===== src/rtl/imem_pkg.sv =====
// Shared definitions for the instruction-memory program loader.
// State encoding depends on IMEM_LOADER_VERIFY_EN (readback verification).
package imem_pkg;

  localparam int IMEM_DEPTH_W = 12;
  localparam int IMEM_WORDS   = 1 << IMEM_DEPTH_W;

`ifdef IMEM_LOADER_VERIFY_EN
  typedef enum logic [2:0] {
    ST_IDLE,
    ST_LOAD,
    ST_VERIFY,
    ST_DRAIN,
    ST_CHECK,
    ST_DONE
  } state_e;
`else
  typedef enum logic [1:0] {
    ST_IDLE,
    ST_LOAD,
    ST_DONE
  } state_e;
`endif

  // True when the region [base, base+count) does not fit inside a 2^depth_w word memory.
  function automatic logic addr_out_of_range(input logic [29:0] base,
                                             input logic [31:0] count,
                                             input int unsigned depth_w);
    logic [32:0] lo;
    lo = 33'(base) & ((33'd1 << depth_w) - 33'd1);
    return ((base >> depth_w) != 30'd0) || ((lo + 33'(count)) > (33'd1 << depth_w));
  endfunction

endpackage


===== src/rtl/imem_loader_if.sv =====
// Command, source-stream, BRAM port-B and status signals of the program loader.
interface imem_loader_if #(
  parameter int COUNT_W = 13
) ();

  logic               start;
  logic [29:0]        base_addr;
  logic [COUNT_W-1:0] word_count;
  logic               s_valid;
  logic [31:0]        s_data;
  logic               s_ready;
  logic               mem_web;
  logic [29:0]        mem_addrb;
  logic [31:0]        mem_dinb;
  logic [31:0]        mem_doutb;
  logic               cpu_stall;
  logic               busy;
  logic               done;
  logic               error;
  logic [COUNT_W-1:0] loaded_count;

  modport slave (
    input  start, base_addr, word_count, s_valid, s_data, mem_doutb,
    output s_ready, mem_web, mem_addrb, mem_dinb, cpu_stall, busy, done, error,
           loaded_count
  );

  modport master (
    output start, base_addr, word_count, s_valid, s_data, mem_doutb,
    input  s_ready, mem_web, mem_addrb, mem_dinb, cpu_stall, busy, done, error,
           loaded_count
  );

endinterface


===== src/rtl/imem_loader.sv =====
// Streams a program into the instruction BRAM port B while stalling the CPU.
// Define IMEM_LOADER_VERIFY_EN to read the region back and compare checksums.
module imem_loader
  import imem_pkg::*;
#(
  parameter int DEPTH_W = IMEM_DEPTH_W,
  parameter int COUNT_W = 13
) (
  input  logic          clk,
  input  logic          rst,
  imem_loader_if.slave  bus
);

  state_e             state_q, state_d;
  logic [DEPTH_W-1:0] base_q;
  logic [COUNT_W-1:0] count_q;
  logic [COUNT_W-1:0] idx_q;
  logic [COUNT_W-1:0] loaded_q;
  logic [31:0]        sum_q;
  logic               err_q;
  logic               web_q;
  logic [29:0]        addr_q;
  logic [31:0]        din_q;

  logic               hs;
  logic               range_err;
  logic [COUNT_W-1:0] idx_inc;
  logic               last_word;
  logic [DEPTH_W-1:0] wr_off;

  assign hs        = bus.s_valid && (state_q == ST_LOAD);
  assign range_err = addr_out_of_range(bus.base_addr, 32'(bus.word_count), DEPTH_W);
  assign idx_inc   = idx_q + COUNT_W'(1);
  assign last_word = (idx_inc == count_q);
  assign wr_off    = base_q + idx_q[DEPTH_W-1:0];

`ifdef IMEM_LOADER_VERIFY_EN
  logic [COUNT_W-1:0] rd_idx_q;
  logic               rd_vld1_q;
  logic               rd_vld2_q;
  logic [31:0]        rb_sum_q;
  logic [COUNT_W-1:0] rd_idx_inc;
  logic               rd_last;
  logic [DEPTH_W-1:0] rd_off;
  logic [31:0]        rb_total;

  assign rd_idx_inc = rd_idx_q + COUNT_W'(1);
  assign rd_last    = (rd_idx_inc == count_q);
  assign rd_off     = base_q + rd_idx_q[DEPTH_W-1:0];
  // The final readback word arrives during CHECK, so fold it in before comparing.
  assign rb_total   = rb_sum_q + (rd_vld2_q ? bus.mem_doutb : 32'd0);
`else
  logic unused_doutb;
  assign unused_doutb = ^bus.mem_doutb;
`endif

  // NOTE: sequential state uses non-blocking assignments so every register
  // samples the pre-edge values regardless of statement order.
  always_ff @(posedge clk or posedge rst) begin
    if (rst) begin
      state_q <= ST_IDLE;
    end else begin
      state_q <= state_d;
    end
  end

  // NOTE: state_d is given a default before the case so no path leaves it
  // unassigned, which would otherwise infer a latch.
  always_comb begin
    state_d = state_q;
    unique case (state_q)
      ST_IDLE: begin
        if (bus.start) begin
          if (range_err || (bus.word_count == '0)) state_d = ST_DONE;
          else                                     state_d = ST_LOAD;
        end
      end
      ST_LOAD: begin
        if (hs && last_word) begin
`ifdef IMEM_LOADER_VERIFY_EN
          state_d = ST_VERIFY;
`else
          state_d = ST_DONE;
`endif
        end
      end
`ifdef IMEM_LOADER_VERIFY_EN
      ST_VERIFY: if (rd_last) state_d = ST_DRAIN;
      ST_DRAIN:  state_d = ST_CHECK;
      ST_CHECK:  state_d = ST_DONE;
`endif
      ST_DONE:   state_d = ST_IDLE;
      default:   state_d = ST_IDLE;
    endcase
  end

  always_ff @(posedge clk or posedge rst) begin
    if (rst) begin
      base_q    <= '0;
      count_q   <= '0;
      idx_q     <= '0;
      loaded_q  <= '0;
      sum_q     <= '0;
      err_q     <= 1'b0;
      web_q     <= 1'b0;
      addr_q    <= '0;
      din_q     <= '0;
`ifdef IMEM_LOADER_VERIFY_EN
      rd_idx_q  <= '0;
      rd_vld1_q <= 1'b0;
      rd_vld2_q <= 1'b0;
      rb_sum_q  <= '0;
`endif
    end else begin
      web_q <= hs;
      if ((state_q == ST_IDLE) && bus.start) begin
        base_q   <= bus.base_addr[DEPTH_W-1:0];
        count_q  <= bus.word_count;
        err_q    <= range_err;
        idx_q    <= '0;
        loaded_q <= '0;
        sum_q    <= '0;
`ifdef IMEM_LOADER_VERIFY_EN
        rd_idx_q <= '0;
        rb_sum_q <= '0;
`endif
      end
      if (hs) begin
        addr_q   <= 30'(wr_off);
        din_q    <= bus.s_data;
        idx_q    <= idx_inc;
        loaded_q <= loaded_q + COUNT_W'(1);
        sum_q    <= sum_q + bus.s_data;
      end
`ifdef IMEM_LOADER_VERIFY_EN
      // Address registered in VERIFY is seen by the BRAM next cycle; data one cycle after.
      rd_vld1_q <= (state_q == ST_VERIFY);
      rd_vld2_q <= rd_vld1_q;
      if (state_q == ST_VERIFY) begin
        addr_q   <= 30'(rd_off);
        rd_idx_q <= rd_idx_inc;
      end
      if (rd_vld2_q) rb_sum_q <= rb_sum_q + bus.mem_doutb;
      if ((state_q == ST_CHECK) && (rb_total != sum_q)) err_q <= 1'b1;
`endif
    end
  end

  assign bus.s_ready      = (state_q == ST_LOAD);
  assign bus.busy         = (state_q != ST_IDLE);
  assign bus.cpu_stall    = (state_q != ST_IDLE);
  assign bus.done         = (state_q == ST_DONE);
  assign bus.error        = err_q;
  assign bus.loaded_count = loaded_q;
  assign bus.mem_web      = web_q;
  assign bus.mem_addrb    = addr_q;
  assign bus.mem_dinb     = din_q;

endmodule


===== src/flat_wrapper.sv =====
// flat-port wrapper written by rule: the top's interface ports become plain ports
module imem_loader_flat import imem_pkg::*;
#(
  parameter int DEPTH_W = IMEM_DEPTH_W,
  parameter int COUNT_W = 13
)
  (clk, rst, bus_start, bus_base_addr, bus_word_count, bus_s_valid, bus_s_data, bus_mem_doutb, bus_s_ready, bus_mem_web, bus_mem_addrb, bus_mem_dinb, bus_cpu_stall, bus_busy, bus_done, bus_error, bus_loaded_count);
  imem_loader_if #(.COUNT_W(COUNT_W)) bus_i ();
  input  logic clk;
  input  logic rst;
  input wire logic [$bits(bus_i.start)-1:0] bus_start;
  input wire logic [$bits(bus_i.base_addr)-1:0] bus_base_addr;
  input wire logic [$bits(bus_i.word_count)-1:0] bus_word_count;
  input wire logic [$bits(bus_i.s_valid)-1:0] bus_s_valid;
  input wire logic [$bits(bus_i.s_data)-1:0] bus_s_data;
  input wire logic [$bits(bus_i.mem_doutb)-1:0] bus_mem_doutb;
  output wire logic [$bits(bus_i.s_ready)-1:0] bus_s_ready;
  output wire logic [$bits(bus_i.mem_web)-1:0] bus_mem_web;
  output wire logic [$bits(bus_i.mem_addrb)-1:0] bus_mem_addrb;
  output wire logic [$bits(bus_i.mem_dinb)-1:0] bus_mem_dinb;
  output wire logic [$bits(bus_i.cpu_stall)-1:0] bus_cpu_stall;
  output wire logic [$bits(bus_i.busy)-1:0] bus_busy;
  output wire logic [$bits(bus_i.done)-1:0] bus_done;
  output wire logic [$bits(bus_i.error)-1:0] bus_error;
  output wire logic [$bits(bus_i.loaded_count)-1:0] bus_loaded_count;
  assign bus_i.start = bus_start;
  assign bus_i.base_addr = bus_base_addr;
  assign bus_i.word_count = bus_word_count;
  assign bus_i.s_valid = bus_s_valid;
  assign bus_i.s_data = bus_s_data;
  assign bus_i.mem_doutb = bus_mem_doutb;
  assign bus_s_ready = bus_i.s_ready;
  assign bus_mem_web = bus_i.mem_web;
  assign bus_mem_addrb = bus_i.mem_addrb;
  assign bus_mem_dinb = bus_i.mem_dinb;
  assign bus_cpu_stall = bus_i.cpu_stall;
  assign bus_busy = bus_i.busy;
  assign bus_done = bus_i.done;
  assign bus_error = bus_i.error;
  assign bus_loaded_count = bus_i.loaded_count;
  imem_loader #(.DEPTH_W(DEPTH_W), .COUNT_W(COUNT_W)) u_core (.clk(clk), .rst(rst), .bus(bus_i));
endmodule

===== config.mk =====
export PLATFORM = sky130hd
export DESIGN_NAME = imem_loader_flat
export DESIGN_NICKNAME = d
export VERILOG_FILES = /design/src/rtl/imem_pkg.sv /design/src/rtl/imem_loader_if.sv /design/src/rtl/imem_loader.sv /design/src/flat_wrapper.sv
export SDC_FILE = /design/constraint.sdc
export NUM_CORES = 1
export LEC_CHECK = 0
export BUFFER_PORTS_ARGS = -buffer_cell sky130_fd_sc_hd__buf_2
export CORE_ASPECT_RATIO = 0.9
export CORE_MARGIN = 3
export CORE_UTILIZATION = 46
export CTS_BUF_LIST = sky130_fd_sc_hd__clkbuf_8 sky130_fd_sc_hd__clkbuf_16
export DETAILED_ROUTE_END_ITERATION = 8
export MAX_ROUTING_LAYER = met4
export PLACE_DENSITY = 0.77
export SYNTH_ARGS = -nofsm -noshare
export SYNTH_HDL_FRONTEND = slang
export SYNTH_SLANG_ARGS = --single-unit

===== constraint.sdc =====
create_clock -name clk -period 3.03 [get_ports clk]
set_input_delay 0.606 -clock clk [delete_from_list [all_inputs] [get_ports clk]]
set_output_delay 0.606 -clock clk [all_outputs]
set_load 0.01 [all_outputs]

==> flow_summary.yaml <==
synth:
  synthDistinctLibCells: 63
  ys_ff_latch: 99
  yosysTopAreaCellShare_pct: 43.8
  ys_async_sr_fraction_pct: 100
  syn_inst: 672
  yosysWarnings: 0
  synth_area_leaders: "dfrtp_1 (44%), nand2_1 (14%), ha_1 (5.5%), o21ai_0 (4.2%), nor2_1 (2.7%)"
  synth_edf_count: 0
  netlist_area_sq_mm: 0.00566
  ys.flop_type: "dfrtp_1"
  ys_seq_area_share_pct: 43.8
  synth_top_area_cell: "dfrtp_1"
  avgSynthCellArea_sq_um: 8.43
grt:
  grt_max_degree: 80
  top_usage_layer: "met2"
  grt_pass1_vias: 4500
  met3_usage_pct: 2.60
  met2_usage_pct: 29.0
  track_usage_pct: 19.7
  use_met1_pct: 28.7
  grt-ovfl-total: 0
  antenna_found_initial: 0
  grt_pass1_wl_microns: 21500
clock_network:
  cts_resized: 0
  cts_tree: "built"
  insertion_delay_ns: 0.34
  cts_hold_buf: 0
  cts_setup_buffers: 0
  cts_sinks: 99
  clkTransAtPathRegs_ns: 0.07
  cts_buffers: 9
  htreeDepth: 3
  cts.path.max_buffers: 2
  cts_root_buf: "clkbuf_16"
power:
  p_int_mw: 2.29
  switching_share_pct: 25.8
  power.density_mw_per_mm2: 452
  p_sw_uw: 798
  pwr-share-comb_pct: 13.9
  clkPwrFrac_pct: 40.7
  p_leak_nw: 3.64
  irDropWorstVdd_uv: 270
  p_seq_share_pct: 45.4
die:
  core_sq_mm: 0.0117
  start_util_pct: 48.3
  io_pins: 192
  die_area_sq_mm: 0.0137
  die_h_microns: 111
  die_x_microns: 123
  rows: 37
setup_path:
  crit_type: "in -> reg"
  crit_fanout: 2
  cp_num_buf_inv: 2
  crit_arrival_ns: 2.98
  slowest_delay_ns: 0.39
  start_kind: "input port"
  cp_slowest_cell: "fa_1"
  path_cells: "buf_2 -> ha_1 -> inv_1 -> fa_1 -> nor2b_1 -> nor2_1 -> a31o_2 -> nor4b_2 -> o2111ai_1 -> o32ai_2 -> o211ai_1 -> a2bb2oi_1"
  cp.required_ns: 3.21
  end_kind: "flop"
  path_delay_family: "compound AO/OA/AOI/OAI gates"
timing:
  skew_ns: 0.0120
  setup_viol: 0
  tns_ns: 0
  post-route-period-util_pct: 92.1
  fmax_mhz: 358
  rsz0062_at_grt: "no"
  tightest_slew_ns: 0.941
  period_needed_ns: 2.79
  hold_viol_final: 0
  slew_violations: 0
  relSlewSlack_pct: 37.1
routing:
  routed_wl_microns: 13200
  final_antenna_net_count: 0
  drtIter0Drc: 272
  routed-via-count: 4989
  dr.pass1.iters: 5
  drc_errors: 0
  wl_per_cell_microns: 13.6
  routed_via_density: 5.13
placement:
  placed_area_sq_mm: 0.00650
  io_buffers: 141
  place_congestion: 0.930
  hpwlAfterDp_microns: 9830
  dp_cells: 956
layout:
  finalNonFillerCells: 972
  drive_above_1_share_pct: 23.5
  diodes: 0
  final_common_cell: "nand2_1"
  stdcell_area_sq_mm: 0.00683
  multi_input_comb_area_sq_mm: 0.00292
  num-nets-final: 949
  fill_cells: 1052
  seq_area_sq_mm: 0.00248
  postLayoutCoreUtil_pct: 58.3
  mostFrequentLayoutCells: "nand2_1 (213), buf_2 (141), dfrtp_1 (99)"
  area_growth_pct: 20.6
run_status:
  outcome: "finished, final reports clean"
run:
  drv_cap: 0
min_path:
  hold_path_class: "in -> async"
==> Yosys cell counts (all sizes together), types with 5 or more instances <==
cell    instances
nand2         214
dfrtp          99
o21ai          53
nor2           41
buf            26
ha             25
inv            21
clkbuf         18
a21oi          16
xor2           16
and3           12
nand3          12
xnor2          12
nand4          10
nor3            9
o31ai           8
a31oi           7
nor2b           7
a21o            6
nor4            6
or2             5
==> cells by family after synthesis <==
| family | synth area share [%] |
|---|---|
| DFF | 43.8 |
| other | 0.0662 |
| xor gates and xnor gates | 4.33 |
| buffers and inverters | 5.86 |
| adders and majority gates | 6.23 |
| AOI/OAI and AO/OA | 14.1 |
| and+or+nand+nor | 25.7 |
==> layout make-up <==
cell class	instances	area share [%]
Clock buffer	9	3.30
Clock inverter	7	1.58
Inverter	21	1.21
Multi-Input combinational cell	525	42.7
Sequential cell	99	36.3
Tap cell	156	2.86
Timing Repair Buffer	155	12.1
==> routing by layer <==
layer  routed length (microns)  part of all wire [%]
met4                       115                  0.87
met2                      5610                    42
met1                      6380                    48
met3                      1110                   8.4
met5                         0                     0
==> power groups by stage <==
stage	logic (mW)	clock network (mW)	registers (mW)
floorplan	0.316	0	1.41
finish	0.429	1.26	1.40
global placement	0.421	0	1.43
CTS	0.430	1.28	1.40
detailed placement	0.427	0	1.43
global route	0.487	1.33	1.41
==> worst paths after layout <==
check | start | to | slack, ns | cells after the start
setup / recovery | bus_word_count[0] | u_core.state_q[1]$_DFFE_PP0P_ | 0.24 | 12
hold / removal | rst | u_core.bus.mem_dinb[19]$_DFFE_PP0P_ | 0.42 | 2
setup reg to reg | u_core.idx_q[0]$_DFFE_PP0P_ | u_core.bus.mem_addrb[10]$_DFFE_PP0P_ | 0.49 | 11
hold reg to reg | u_core.bus.mem_dinb[1]$_DFFE_PP0P_ | u_core.bus.mem_dinb[1]$_DFFE_PP0P_ | 0.47 | 2
max in group asynchronous | rst | u_core.base_q[7]$_DFFE_PP0P_ | 1.91 | 3
min in group clk | bus_s_data[6] | u_core.bus.mem_dinb[6]$_DFFE_PP0P_ | 0.45 | 3
==> worst register-to-register path, stage by stage (launching register included) <==
cell and delay (ns):
dfrtp_1 0.45, ha_1 0.20, inv_1 0.05, fa_1 0.40
nor2b_1 0.11, o21ai_0 0.10, a21boi_1 0.21, o21ai_0 0.12
a21oi_1 0.27, o211ai_1 0.16, and3_1 0.20, o31ai_1 0.18
==> sequential cells by signal, indices dropped and copies added, names as in the netlist <==
name and count:
u_core.base_q 12, u_core.bus.mem_addrb 12, u_core.state_q 2, u_core.idx_q 13
u_core.bus.mem_dinb 32, u_core.bus.mem_web 1, u_core.count_q 13, u_core.bus.error 1
u_core.bus.loaded_count 13
==> metrics by stage <==
| stage | hold slack, ns | setup WS (ns) | power [mW] |
|---|---|---|---|
| after detailed placement | 0.458 | -0.115 | 1.85 |
| after global placement | 0.453 | -0.0796 | 1.85 |
| after global routing | 0.446 | 0.00361 | 3.23 |
| final | 0.418 | 0.238 | 3.09 |
| after CTS | 0.435 | 0.258 | 3.12 |
| after floorplan | 0.450 | 0.221 | 1.73 |
(Power assumes the default switching activity.)
